<file path="src/rtl/tilt_angle_scheduler.sv">
// Shares one vectoring CORDIC between the X and Y tilt axes and turns each angle pair into a
// debounced one-hot tilt direction with move pulses. Define AUTO_REPEAT_EN for held-tilt auto-repeat.
module tilt_angle_scheduler #(
  parameter int DW         = 10,
  parameter int TH_ON      = 30,
  parameter int TH_OFF     = 20,
  parameter int TIMEOUT    = 64,
  parameter int REPEAT_CYC = 12_500_000
) (
  input  logic          clk,
  input  logic          rst_n,
  input  logic          sample_valid_i,
  input  logic [DW-1:0] x_data_i,
  input  logic [DW-1:0] y_data_i,
  input  logic [DW-1:0] z_data_i,
  output logic          cordic_start_o,
  output logic [DW-1:0] cordic_x_o,
  output logic [DW-1:0] cordic_y_o,
  input  logic          cordic_done_i,
  input  logic [8:0]    cordic_angle_i,
  output logic [8:0]    angle_x_o,
  output logic [8:0]    angle_y_o,
  output logic          angles_valid_o,
  output logic [3:0]    tilt_dir_o,
  output logic          move_pulse_o,
  output logic          busy_o,
  output logic          timeout_err_o
);

  localparam int TW = $clog2(TIMEOUT + 1);

  localparam logic signed [8:0] ON_P  = 9'(TH_ON);
  localparam logic signed [8:0] ON_N  = 9'(-TH_ON);
  localparam logic signed [8:0] OFF_P = 9'(TH_OFF);
  localparam logic signed [8:0] OFF_N = 9'(-TH_OFF);

  localparam logic [3:0] DIR_L = 4'b1000;
  localparam logic [3:0] DIR_R = 4'b0100;
  localparam logic [3:0] DIR_U = 4'b0010;
  localparam logic [3:0] DIR_D = 4'b0001;

  typedef enum logic [2:0] {
    S_IDLE,
    S_REQ_X,
    S_WAIT_X,
    S_REQ_Y,
    S_WAIT_Y,
    S_UPDATE
  } state_t;

  state_t        state_q, state_d;
  logic [DW-1:0] x_cap_q, x_cap_d, y_cap_q, y_cap_d, z_cap_q, z_cap_d;
  logic [DW-1:0] x_pend_q, x_pend_d, y_pend_q, y_pend_d, z_pend_q, z_pend_d;
  logic          pend_q, pend_d;
  logic [8:0]    ang_tmp_q, ang_tmp_d;
  logic [8:0]    angle_x_q, angle_x_d, angle_y_q, angle_y_d;
  logic          angles_valid_q, angles_valid_d;
  logic [3:0]    tilt_dir_q, tilt_dir_d;
  logic          move_pulse_q, move_pulse_d;
  logic          timeout_err_q, timeout_err_d;
  logic [TW-1:0] tmo_cnt_q, tmo_cnt_d;

  logic          launch;
  logic          publish;
  logic          dir_change;
  logic          rep_fire;
  logic          hold;
  logic [3:0]    tilt_next;
  logic signed [8:0] eval_ax, eval_ay;

  // The pair being published is the stored X result plus the Y result arriving this cycle.
  assign eval_ax    = $signed(ang_tmp_q);
  assign eval_ay    = $signed(cordic_angle_i);
  assign publish    = (state_q == S_WAIT_Y) && cordic_done_i;
  assign dir_change = publish && (tilt_next != tilt_dir_q);

  always_comb begin
    hold      = 1'b0;
    tilt_next = 4'd0;
    case (tilt_dir_q)
      DIR_L:   hold = (eval_ax >= OFF_P);
      DIR_R:   hold = (eval_ax <= OFF_N);
      DIR_U:   hold = (eval_ay <= OFF_N);
      DIR_D:   hold = (eval_ay >= OFF_P);
      default: hold = 1'b0;
    endcase
    if (hold)                tilt_next = tilt_dir_q;
    else if (eval_ax > ON_P) tilt_next = DIR_L;
    else if (eval_ax < ON_N) tilt_next = DIR_R;
    else if (eval_ay > ON_P) tilt_next = DIR_D;
    else if (eval_ay < ON_N) tilt_next = DIR_U;
  end

`ifdef AUTO_REPEAT_EN
  localparam int RW = $clog2(REPEAT_CYC + 1);

  logic [RW-1:0] rep_cnt_q, rep_cnt_d;

  always_comb begin
    rep_cnt_d = rep_cnt_q;
    rep_fire  = 1'b0;
    if (dir_change || (tilt_dir_q == 4'd0)) begin
      rep_cnt_d = '0;
    end else if (rep_cnt_q == RW'(REPEAT_CYC - 1)) begin
      rep_cnt_d = '0;
      rep_fire  = 1'b1;
    end else begin
      rep_cnt_d = rep_cnt_q + 1'b1;
    end
  end

  always_ff @(posedge clk or negedge rst_n) begin
    if (!rst_n) rep_cnt_q <= '0;
    else        rep_cnt_q <= rep_cnt_d;
  end
`else
  // Single pulse per direction entry; REPEAT_CYC stays referenced but has no effect.
  assign rep_fire = 1'b0 & (REPEAT_CYC == 0);
`endif

  always_comb begin
    state_d        = state_q;
    x_cap_d        = x_cap_q;
    y_cap_d        = y_cap_q;
    z_cap_d        = z_cap_q;
    x_pend_d       = x_pend_q;
    y_pend_d       = y_pend_q;
    z_pend_d       = z_pend_q;
    pend_d         = pend_q;
    ang_tmp_d      = ang_tmp_q;
    angle_x_d      = angle_x_q;
    angle_y_d      = angle_y_q;
    angles_valid_d = 1'b0;
    tilt_dir_d     = tilt_dir_q;
    move_pulse_d   = rep_fire;
    timeout_err_d  = timeout_err_q;
    tmo_cnt_d      = tmo_cnt_q;
    launch         = 1'b0;

    if (sample_valid_i) begin
      x_pend_d = x_data_i;
      y_pend_d = y_data_i;
      z_pend_d = z_data_i;
      pend_d   = 1'b1;
    end

    case (state_q)
      S_IDLE: launch = sample_valid_i || pend_q;
      S_REQ_X: begin
        tmo_cnt_d = TW'(1);
        state_d   = S_WAIT_X;
      end
      S_WAIT_X: begin
        if (cordic_done_i) begin
          ang_tmp_d = cordic_angle_i;
          state_d   = S_REQ_Y;
        end else if (tmo_cnt_q == TW'(TIMEOUT)) begin
          timeout_err_d = 1'b1;
          state_d       = S_IDLE;
        end else begin
          tmo_cnt_d = tmo_cnt_q + 1'b1;
        end
      end
      S_REQ_Y: begin
        tmo_cnt_d = TW'(1);
        state_d   = S_WAIT_Y;
      end
      S_WAIT_Y: begin
        if (cordic_done_i) begin
          angle_x_d      = ang_tmp_q;
          angle_y_d      = cordic_angle_i;
          angles_valid_d = 1'b1;
          tilt_dir_d     = tilt_next;
          if (dir_change && (tilt_next != 4'd0)) move_pulse_d = 1'b1;
          state_d = S_UPDATE;
        end else if (tmo_cnt_q == TW'(TIMEOUT)) begin
          timeout_err_d = 1'b1;
          state_d       = S_IDLE;
        end else begin
          tmo_cnt_d = tmo_cnt_q + 1'b1;
        end
      end
      S_UPDATE: begin
        launch  = sample_valid_i || pend_q;
        state_d = S_IDLE;
      end
      default: state_d = S_IDLE;
    endcase

    // A strobe in the launching cycle is newer than anything buffered, so it wins.
    if (launch) begin
      x_cap_d = sample_valid_i ? x_data_i : x_pend_q;
      y_cap_d = sample_valid_i ? y_data_i : y_pend_q;
      z_cap_d = sample_valid_i ? z_data_i : z_pend_q;
      pend_d  = 1'b0;
      state_d = S_REQ_X;
    end
  end

  always_ff @(posedge clk or negedge rst_n) begin
    if (!rst_n) begin
      state_q        <= S_IDLE;
      x_cap_q        <= '0;
      y_cap_q        <= '0;
      z_cap_q        <= '0;
      x_pend_q       <= '0;
      y_pend_q       <= '0;
      z_pend_q       <= '0;
      pend_q         <= 1'b0;
      ang_tmp_q      <= '0;
      angle_x_q      <= '0;
      angle_y_q      <= '0;
      angles_valid_q <= 1'b0;
      tilt_dir_q     <= '0;
      move_pulse_q   <= 1'b0;
      timeout_err_q  <= 1'b0;
      tmo_cnt_q      <= '0;
    end else begin
      state_q        <= state_d;
      x_cap_q        <= x_cap_d;
      y_cap_q        <= y_cap_d;
      z_cap_q        <= z_cap_d;
      x_pend_q       <= x_pend_d;
      y_pend_q       <= y_pend_d;
      z_pend_q       <= z_pend_d;
      pend_q         <= pend_d;
      ang_tmp_q      <= ang_tmp_d;
      angle_x_q      <= angle_x_d;
      angle_y_q      <= angle_y_d;
      angles_valid_q <= angles_valid_d;
      tilt_dir_q     <= tilt_dir_d;
      move_pulse_q   <= move_pulse_d;
      timeout_err_q  <= timeout_err_d;
      tmo_cnt_q      <= tmo_cnt_d;
    end
  end

  assign cordic_start_o = (state_q == S_REQ_X) || (state_q == S_REQ_Y);
  assign cordic_x_o     = z_cap_q;
  assign cordic_y_o     = ((state_q == S_REQ_Y) || (state_q == S_WAIT_Y)) ? y_cap_q : x_cap_q;
  assign angle_x_o      = angle_x_q;
  assign angle_y_o      = angle_y_q;
  assign angles_valid_o = angles_valid_q;
  assign tilt_dir_o     = tilt_dir_q;
  assign move_pulse_o   = move_pulse_q;
  assign busy_o         = (state_q != S_IDLE);
  assign timeout_err_o  = timeout_err_q;

endmodule

</file>
<file path="config.mk">
export PLATFORM = sky130hd
export DESIGN_NAME = tilt_angle_scheduler
export DESIGN_NICKNAME = d
export VERILOG_FILES = /design/src/rtl/tilt_angle_scheduler.sv
export SDC_FILE = /design/constraint.sdc
export NUM_CORES = 1
export LEC_CHECK = 0
export ABC_AREA = 1
export CORE_UTILIZATION = 30
export DETAILED_ROUTE_END_ITERATION = 8
export HOLD_SLACK_MARGIN = 0.03
export PLACE_DENSITY = 0.49
export SLEW_MARGIN = 10
export SYNTH_ARGS = -nofsm -noshare
export SYNTH_HDL_FRONTEND = slang
export SYNTH_SLANG_ARGS = --single-unit
</file>
<file path="constraint.sdc">
create_clock -name clk -period 3.25 [get_ports clk]
set_clock_uncertainty 0.2 [all_clocks]
set_input_delay 0.65 -clock clk [delete_from_list [all_inputs] [get_ports clk]]
set_output_delay 0.65 -clock clk [all_outputs]
set_load 0.02 [all_outputs]
</file>
# [Word-level counts from Yosys, hierarchy flattened]
# Index checks and enable logic that the tools add are counted.
[op_classes] reduce_logical=18 n_eq_ne=14 add_sub_neg=1 n_lt_le_gt_ge=8 mux=26 bitwise_logic=1
[op_table] op="two-way mux 10 bit" count=4
[op_table] op=">= comparator 9 x 6 -> 1 bit (second input constant)" count=2
[op_table] op="greater-than comparator 9 x 6 -> 1 bit (second input constant)" count=2
[op_table] op="less-or-equal comparator 9 x 6 -> 1 bit (second input constant)" count=2
[op_table] op="< comparator 9 x 6 -> 1 bit (second input constant)" count=2
[op_table] op="two-way mux 3 bit" count=5
[op_table] op="case mux 3 bit (5 select lines)" count=1
[op_table] op="two-way mux 7 bit" count=2
[op_table] op="case mux 7 bit (2 select lines)" count=1
[op_table] op="two-way mux 1 bit" count=8
[op_table] op="two-way mux 4 bit" count=2
[op_table] op="adder 7 x 1 -> 7 bit (second input constant)" count=1
[op_table] op="equality test 7 bit (second input constant)" count=1
[op_table] op="equality test 3 x 2 -> 1 bit (second input constant)" count=2
[op_table] op="equality test 3 bit (second input constant)" count=2
[op_table] op="!= test 2 bit (second input constant)" count=3
[op_table] op="AND reduction 3 bit" count=2
[op_table] op="OR reduction 2 bit" count=3
[op_table] op="equality test 4 x 1 -> 1 bit (second input constant)" count=1
[op_table] op="equality test 4 x 2 -> 1 bit (second input constant)" count=1
[op_table] op="equality test 4 x 3 -> 1 bit (second input constant)" count=1
[op_table] op="equality test 4 bit (second input constant)" count=1
[op_table] op="two-way mux 2 bit" count=2
[op_table] op="!= test 4 bit" count=1
[op_table] op="other kinds (10)" count=16
[word_totals] word_cells=84 inputBits=43 out_inout_bits=47 register_bits=105

# [Logic depth before layout (Yosys ltp)]
# Gate-level depths: netlist of run 1.
[depth] word_depth=12 depth_mapped=16 depth_no_buf=16

# [Worst setup path after synthesis of run 1]
# OpenSTA, ideal clock, no wires.
[synth_path] path_type="register to output" startpoint="register state_q[1]" endpoint="output port cordic_y_o[9]" path_slack_ns=1.005 n_path_buf=2 required_ns=2.400 arrival_ns=1.395 path_stages_with_launch=6 cell_sequence="dfrtp_1 buf_6 nor2_4 a21oi_1 clkbuf_1 o21ai_0"
[synth_between] elab_chain_len=3 word_cells_on_any_way=4 classes_between="2 x eq/ne; 1 x mux; 1 x reduce/logical"
[synth_lines] element="from (decl)" line="51" rtl="state_t state_q, state_d;"
[synth_lines] element="from (signal assigned)" line="219" rtl="state_q <= state_d;"
[synth_lines] element="equality test 3 x 2 -> 1 bit or equality test 3 bit (tied branches)" line="240" rtl="assign cordic_y_o = ((state_q == S_REQ_Y) || (state_q == S_WAIT_Y)) ? y_cap_q : x_cap_q;"
[synth_lines] element="logical OR 1 bit *" line="240"
[synth_lines] element="two-way mux 10 bit *" line="240"
[synth_lines] element="to (decl)" line="18" rtl="output logic [DW-1:0] cordic_y_o,"
# Mark *: on every way between the ends. The rest lies on a longest branch, timed or not.

# [Final worst setup path of run 1]
# Same ends and word-level chain as after synthesis.

==> results of run 1 <==
area by class of cell:
cell class              count  area share (%)
clock inverters             7            1.52
multi-input cells         387            29.1
inverters                  45            2.76
flip-flops and latches    105            43.0
repair buffers             98            16.1
clock buffers               9            3.69
well taps                 188            3.85
power groups by stage:
stage          Clock (mW)  Combinational, mW  Sequential (mW)
2_1_floorplan           0               1.38             2.22
3_3_place_gp            0               2.53             2.08
3_5_place_dp            0               2.57             2.08
4_1_cts              1.19               2.58             2.06
5_1_grt              1.23               2.81             2.12
6_report             1.14               2.54             2.06
registers in the layout (all words and copies together), names as in the netlist:
name	flops
angle_x_o	9
z_pend_q	10
tmo_cnt_q	7
cordic_x_o	10
x_pend_q	10
pend_q	1
angles_valid_o	1
y_pend_q	10
state_q	3
tilt_dir_o	4
timeout_err_o	1
x_cap_q	10
y_cap_q	10
angle_y_o	9
ang_tmp_q	9
move_pulse_o	1
per-stage QoR:
| step | cell area [um2] | util [%] | power, mW | setup slack [ns] |
|---|---|---|---|---|
| 5_1_grt | 6110 | 40.2 | 6.16 | 0.0413 |
| 4_1_cts | 6110 | 40.2 | 5.83 | 0.127 |
| 3_5_place_dp | 5790 | 38.1 | 4.65 | 0.514 |
| 3_3_place_gp | 5790 | 38.1 | 4.61 | 0.537 |
| 6_report | 6110 | 40.2 | 5.73 | 0.146 |
| 2_1_floorplan | 4680 | - | 3.60 | 1.01 |
Yosys cell counts (2+ instances only):
| library cell | n | area share, % |
|---|---|---|
| dfrtp_1 | 105 | 56 |
| nand4_1 | 3 | 0.40 |
| nand3b_1 | 3 | 0.48 |
| o21ai_1 | 6 | 0.64 |
| nor2_1 | 43 | 3.4 |
| a31oi_1 | 20 | 2.7 |
| nand3_1 | 17 | 1.8 |
| nor3_1 | 5 | 0.53 |
| buf_6 | 2 | 0.48 |
| nand2_2 | 9 | 1.2 |
| nor2_2 | 4 | 0.53 |
| inv_1 | 40 | 3.2 |
| nor2_4 | 2 | 0.48 |
| ha_1 | 2 | 0.53 |
| nand3_2 | 3 | 0.64 |
| o21ai_0 | 50 | 5.3 |
| buf_2 | 5 | 0.53 |
| nand2_1 | 196 | 16 |
| nand2_4 | 2 | 0.48 |
| clkbuf_1 | 15 | 1.2 |
| inv_2 | 5 | 0.40 |
| a21oi_1 | 13 | 1.4 |
final timing paths:
| check | to | from | slack [ns] |
|---|---|---|---|
| setup / recovery | cordic_y_o[9] | state_q[1]$_DFFE_PN0P_ | 0.15 |
| hold / removal | y_pend_q[3]$_DFF_PN0_ | rst_n | 0.11 |
| setup reg to reg | cordic_x_o[5]$_DFFE_PN0P_ | state_q[2]$_DFFE_PN0P_ | 1.05 |
| hold reg to reg | z_pend_q[9]$_DFF_PN0_ | z_pend_q[9]$_DFF_PN0_ | 0.27 |
| max in group asynchronous | x_cap_q[9]$_DFFE_PN0P_ | rst_n | 2.25 |
| min in group clk | z_pend_q[9]$_DFF_PN0_ | z_pend_q[9]$_DFF_PN0_ | 0.27 |
cells by family after synthesis:
| group | synth area share (%) |
|---|---|
| fa+ha+maj | 0.535 |
| simple gates | 26.4 |
| buf+inv | 5.83 |
| flops | 56.1 |
| compound gates | 11.0 |
metal layers:
| metal | vias to the layer above | GRT usage (%) |
|---|---|---|
| met4 | 0 | 4.27 |
| met5 | - | 0 |
| met3 | 15 | 4.30 |
| met2 | 69 | 23.8 |
| li1 | 1962 | - |
| met1 | 1832 | 19.8 |
critical path: cells and delay by family (launching register included):
| kind | cells | cell delay (ns) |
|---|---|---|
| buf+inv | 2 | 0.87 |
| flops | 1 | 0.48 |
| compound gates | 2 | 0.32 |
| simple gates | 2 | 0.23 |
==> reports/results.tsv, run 1 <==
stage	metric	value	unit
setup_path	CP Data Required Time	2.40	ns
setup_path	CP startpoint kind	flop	
grt	gr usage total	14.9	%
detailed_routing	routed vias	3878	
detailed_routing	final WL	11200	um
floorplanning	Die Ht	127	um
logic_synthesis	Post-synth EDFFs	0	
power	Switching Share	40.0	%
detailed_routing	DRC	0	
clock_tree	clock latency on the worst-skew pair	0.35	ns
clock_tree	Num Clock Sinks	105	
detailed_routing	met3 wire length	394	um
final_layout	Area Growth Syn to Fin	30.6	%
detailed_routing	M1 WL	5330	um
logic_synthesis	count of different cell masters after synthesis	31	
grt	initial antenna violation count	0	
floorplanning	Die Width	127	um
grt	GR Overflow Total	0	
timing	minimum clock period	3.10	ns
run_status	outcome	finished, final reports clean	
floorplanning	area of the core	15200	um2
grt	number of global-route vias before repair	3734	
clock_tree	total CTS buffers	9	
clock_tree	TritonCTS clock tree	built	
placement	PortBufs	89	
clock_tree	hold-fix buffers at CTS	0	
final_layout	Finished Layout Cells	839	
final_layout	ratio of cells with drive above 1 in the final layout	8.29	%
clock_tree	clk root buf	clkbuf_16	
placement	dpl hpwl	7970	um
setup_path	critical path type	reg -> out	
flow_run	max_cap viols	0	
setup_path	Worst Path Max Fanout	21	
power	Clock Power Share	19.8	%
clock_tree	Longest Clk Path Bufs	2	
final_layout	most common cell after layout, fill and taps aside	nand2_1	
logic_synthesis	Synth Register Bits	105	
logic_synthesis	Syn. warnings	0	
floorplanning	IO Pins	90	
power	Reg power frac	35.9	%
clock_tree	Post-CTS Setup Bufs	0	
timing	Hold WS	0.111	ns
clock_tree	CTS H-tree lvls	3	
placement	dpl cells	823	
power	maximum vdd drop	0.340	mV
setup_path	CP endpoint kind	output pin	
final_layout	# fillers	1596	
final_layout	multi-input combinational cell area	1780	um2
detailed_routing	antenna viol nets, final	0	
final_layout	FF/Latch Area	2630	um2
setup_path	critical path data arrival time	2.25	ns
final_layout	post-layout net count	691	
logic_synthesis	Syn Nets	604	
power	Power Internal	3.44	mW
timing	Achievable Freq	322	MHz
timing	Pins Over Slew Limit	0	
power	combinational fraction of design power	44.3	%
power	Leakage	2.89	nW
timing	RSZ-0062 raised after global routing	no	
power	Net Sw Power	2.29	mW
floorplanning	FP Rows	45	
power	power density cells	938	nW/um2
floorplanning	total die area	16100	um2
timing	Worst Tran Pin Value	0.873	ns
timing	relative slew slack	41.7	%
grt	largest net degree at the start of global routing	106	
setup_path	CP Cell Sequence	nand2_1 > nor2_1 > a21oi_1 > buf_4 > o21ai_0 > clkdlybuf4s50_1	
clock_tree	clk slew on worst S/H paths	0.08	ns
logic_synthesis	Most used DFF post-synth	dfrtp_1	
timing	Fin. Hold Viols	0	
logic_synthesis	register area share after synthesis	56.1	%
final_layout	ANT cells	0	
clock_tree	Post-CTS Resized	0	
logic_synthesis	asr flop ratio synth	100	%
detailed_routing	DRT iter0 DRCs	212	
detailed_routing	WL/cell	13.3	um
worst_hold_path	worst hold path class	in -> async	
logic_synthesis	synthesized instance count	559	
detailed_routing	met2 wire length	5280	um
floorplanning	Starting Density	30.8	%
setup_path	slowest stage cell, crit path	clkdlybuf4s50_1	
logic_synthesis	Mapped Area	4680	um2
timing	setup TNS	0	ns
final_layout	commonest non-fill, non-tap cells in the layout	nand2_1 (196), dfrtp_1 (105), clkdlybuf4s50_1 (88)	
setup_path	Reg2Reg Depth	8	
timing	period utilization	95.5	%
placement	Final Wtd Congestion	0.828	
setup_path	Worst path max stage delay	0.66	ns
logic_synthesis	Synth Area per Inst	8.37	um2
detailed_routing	routed vias/inst	4.62	
detailed_routing	max layer used	met4	
detailed_routing	Initial DRT Pass Iterations	4	
grt	first-pass GRT wire length	18800	um
timing	final number of setup-violating endpoints	0	
No activity file was read; power rests on OpenSTA's default activity.
==> run 2: changes to the inputs <==
- CTS_BUF_LIST: unset -> sky130_fd_sc_hd__clkbuf_4
- HOLD_SLACK_MARGIN: 0.03 -> unset
- clock period: 3.25 -> 4 ns (I/O delays scaled with it)
==> reports/results.tsv, run 2 (synthesis results as in run 1) <==
stage	metric	value	unit	change
setup_path	r2r setup slk	1.56	ns	was 1.05 ns
timing	Fin. Hold Viols	0		unchanged
timing	Worst Tran Pin Value	0.901	ns	was 0.873 ns
final_layout	Finished Layout Cells	837		was 839
setup_path	Worst Path Max Fanout	21		unchanged
grt	first-pass GRT wire length	19100	um	was 18800 um
floorplanning	total die area	16100	um2	unchanged
setup_path	critical path data arrival time	2.36	ns	was 2.25 ns
placement	PortBufs	89		unchanged
detailed_routing	antenna viol nets, final	0		unchanged
floorplanning	Die Ht	127	um	unchanged
timing	setup TNS	0	ns	unchanged
final_layout	# fillers	1597		was 1596
run_status	outcome	finished, final reports clean		unchanged
floorplanning	area of the core	15200	um2	unchanged
grt	GR Overflow Total	0		unchanged
setup_path	critical path type	reg -> out		unchanged
final_layout	Area Growth Syn to Fin	25.9	%	was 30.6%
detailed_routing	WL/cell	13.5	um	was 13.3 um
setup_path	CP endpoint kind	output pin		unchanged
power	Leakage	2.79	nW	was 2.89 nW
floorplanning	FP Rows	45		unchanged
flow_run	max_cap viols	0		unchanged
final_layout	fin area	5890	um2	was 6110 um2
power	power density cells	722	nW/um2	was 938 nW/um2
final_layout	multi-input combinational cell area	1780	um2	unchanged
detailed_routing	max layer used	met4		unchanged
setup_path	Critical path origin	state_q[1]$_DFFE_PN0P_		unchanged
timing	Achievable Freq	297	MHz	
setup_path	CP Data Required Time	3.00	ns	was 2.40 ns
floorplanning	Die Width	127	um	unchanged
clock_tree	TritonCTS clock tree	built		unchanged
clock_tree	clk slew on worst S/H paths	0.16	ns	was 0.08 ns
clock_tree	clock latency on the worst-skew pair	0.47	ns	was 0.35 ns
grt	largest net degree at the start of global routing	50		was 106
timing	minimum clock period	3.36	ns	
timing	final number of setup-violating endpoints	0		unchanged
detailed_routing	Initial DRT Pass Iterations	4		unchanged
grt	gr usage total	15.1	%	was 14.9%
timing	relative slew slack	39.9	%	was 41.7%
final_layout	Final Util	38.7	%	was 40.2%
final_layout	most common cell after layout, fill and taps aside	nand2_1		unchanged
clock_tree	clk root buf	clkbuf_4		was clkbuf_16
final_layout	FF/Latch Area	2630	um2	unchanged
clock_tree	total CTS buffers	9		unchanged
power	maximum vdd drop	0.362	mV	was 0.340 mV
placement	Final Wtd Congestion	0.839		was 0.828
final_layout	commonest non-fill, non-tap cells in the layout	nand2_1 (196), dfrtp_1 (105), clkdlybuf4s50_1 (88)		unchanged
floorplanning	Starting Density	30.8	%	unchanged
clock_tree	CTS H-tree lvls	3		unchanged
placement	Post-DP Area	5760	um2	was 5790 um2
clock_tree	Post-CTS Resized	0		unchanged
final_layout	ratio of cells with drive above 1 in the final layout	7.87	%	was 8.29%
floorplanning	IO Pins	90		unchanged
grt	number of global-route vias before repair	3829		was 3734
clock_tree	Longest Clk Path Bufs	2		unchanged
grt	initial antenna violation count	1		was 0
detailed_routing	final WL	11300	um	was 11200 um
detailed_routing	routed vias	3833		was 3878
timing	period utilization	84.1	%	
detailed_routing	met3 wire length	456	um	was 394 um
detailed_routing	met2 wire length	5380	um	was 5280 um
clock_tree	Num Clock Sinks	105		unchanged
clock_tree	Post-CTS Setup Bufs	0		unchanged
detailed_routing	DRT iter0 DRCs	253		was 212
setup_path	CP startpoint kind	flop		unchanged
detailed_routing	routed vias/inst	4.58		was 4.62
timing	Pins Over Slew Limit	0		unchanged
placement	dpl hpwl	8070	um	was 7970 um
timing	RSZ-0062 raised after global routing	no		unchanged
clock_tree	hold-fix buffers at CTS	0		unchanged
detailed_routing	M1 WL	5310	um	was 5330 um
detailed_routing	DRC	0		unchanged
worst_hold_path	worst hold path class	in -> async		unchanged
setup_path	worst reg2reg path startpoint	state_q[2]$_DFFE_PN0P_		unchanged
final_layout	post-layout net count	690		was 691
placement	dpl cells	822		was 823
run 2: stage by stage:
| step | worst slack, ns | power, mW | hold slack (ns) |
|---|---|---|---|
| after global routing | 0.485 | 4.59 | 0.116 |
| after CTS | 0.539 | 4.31 | 0.0964 |
| after detailed placement | 1.02 | 3.74 | 0.255 |
| after global placement | 1.07 | 3.72 | 0.249 |
| final | 0.635 | 4.25 | 0.112 |
| after floorplan | 1.61 | 2.92 | 0.237 |
run 2: final cells by class:
cell class	count	area share [%]
Clock inverter	4	0.913
Multi-Input combinational cell	387	30.2
Sequential cell	105	44.6
Antenna cell	1	0.0425
Tap cell	188	3.99
Inverter	45	2.87
Timing Repair Buffer	97	16.1
Clock buffer	10	1.27
run 2: report_power, final:
group	switching [mW]	total (mW)	internal, mW
Clock	0.357	0.550	0.193
Sequential	0.254	1.67	1.41
Combinational	1.18	2.03	0.855
run 2: metal layers:
metal	vias to the layer above	global-route usage (%)
met3	11	3.67
met1	1775	19.4
met5	-	0
li1	1957	-
met2	90	24.9
met4	0	5.39
run 2: critical path, cell delays in order (launching register included):
cell and delay, ns:
dfrtp_1 0.52, nand2_1 0.08, nor2_1 0.13, a21oi_1 0.06, buf_4 0.21, o21ai_0 0.24, clkdlybuf4s50_1 0.66
run 2: final timing paths:
check / endpoint / cells past startpoint
worst min-delay path: x_pend_q[4]$_DFF_PN0_ / 1
worst max-delay path: cordic_y_o[7] / 6
min in group clk: angle_x_o[6]$_DFFE_PN0P_ / 2
worst max register to register: x_cap_q[0]$_DFFE_PN0P_ / 8
max in group asynchronous: tmo_cnt_q[5]$_DFFE_PN0P_ / 2
worst min register to register: angle_x_o[6]$_DFFE_PN0P_ / 2
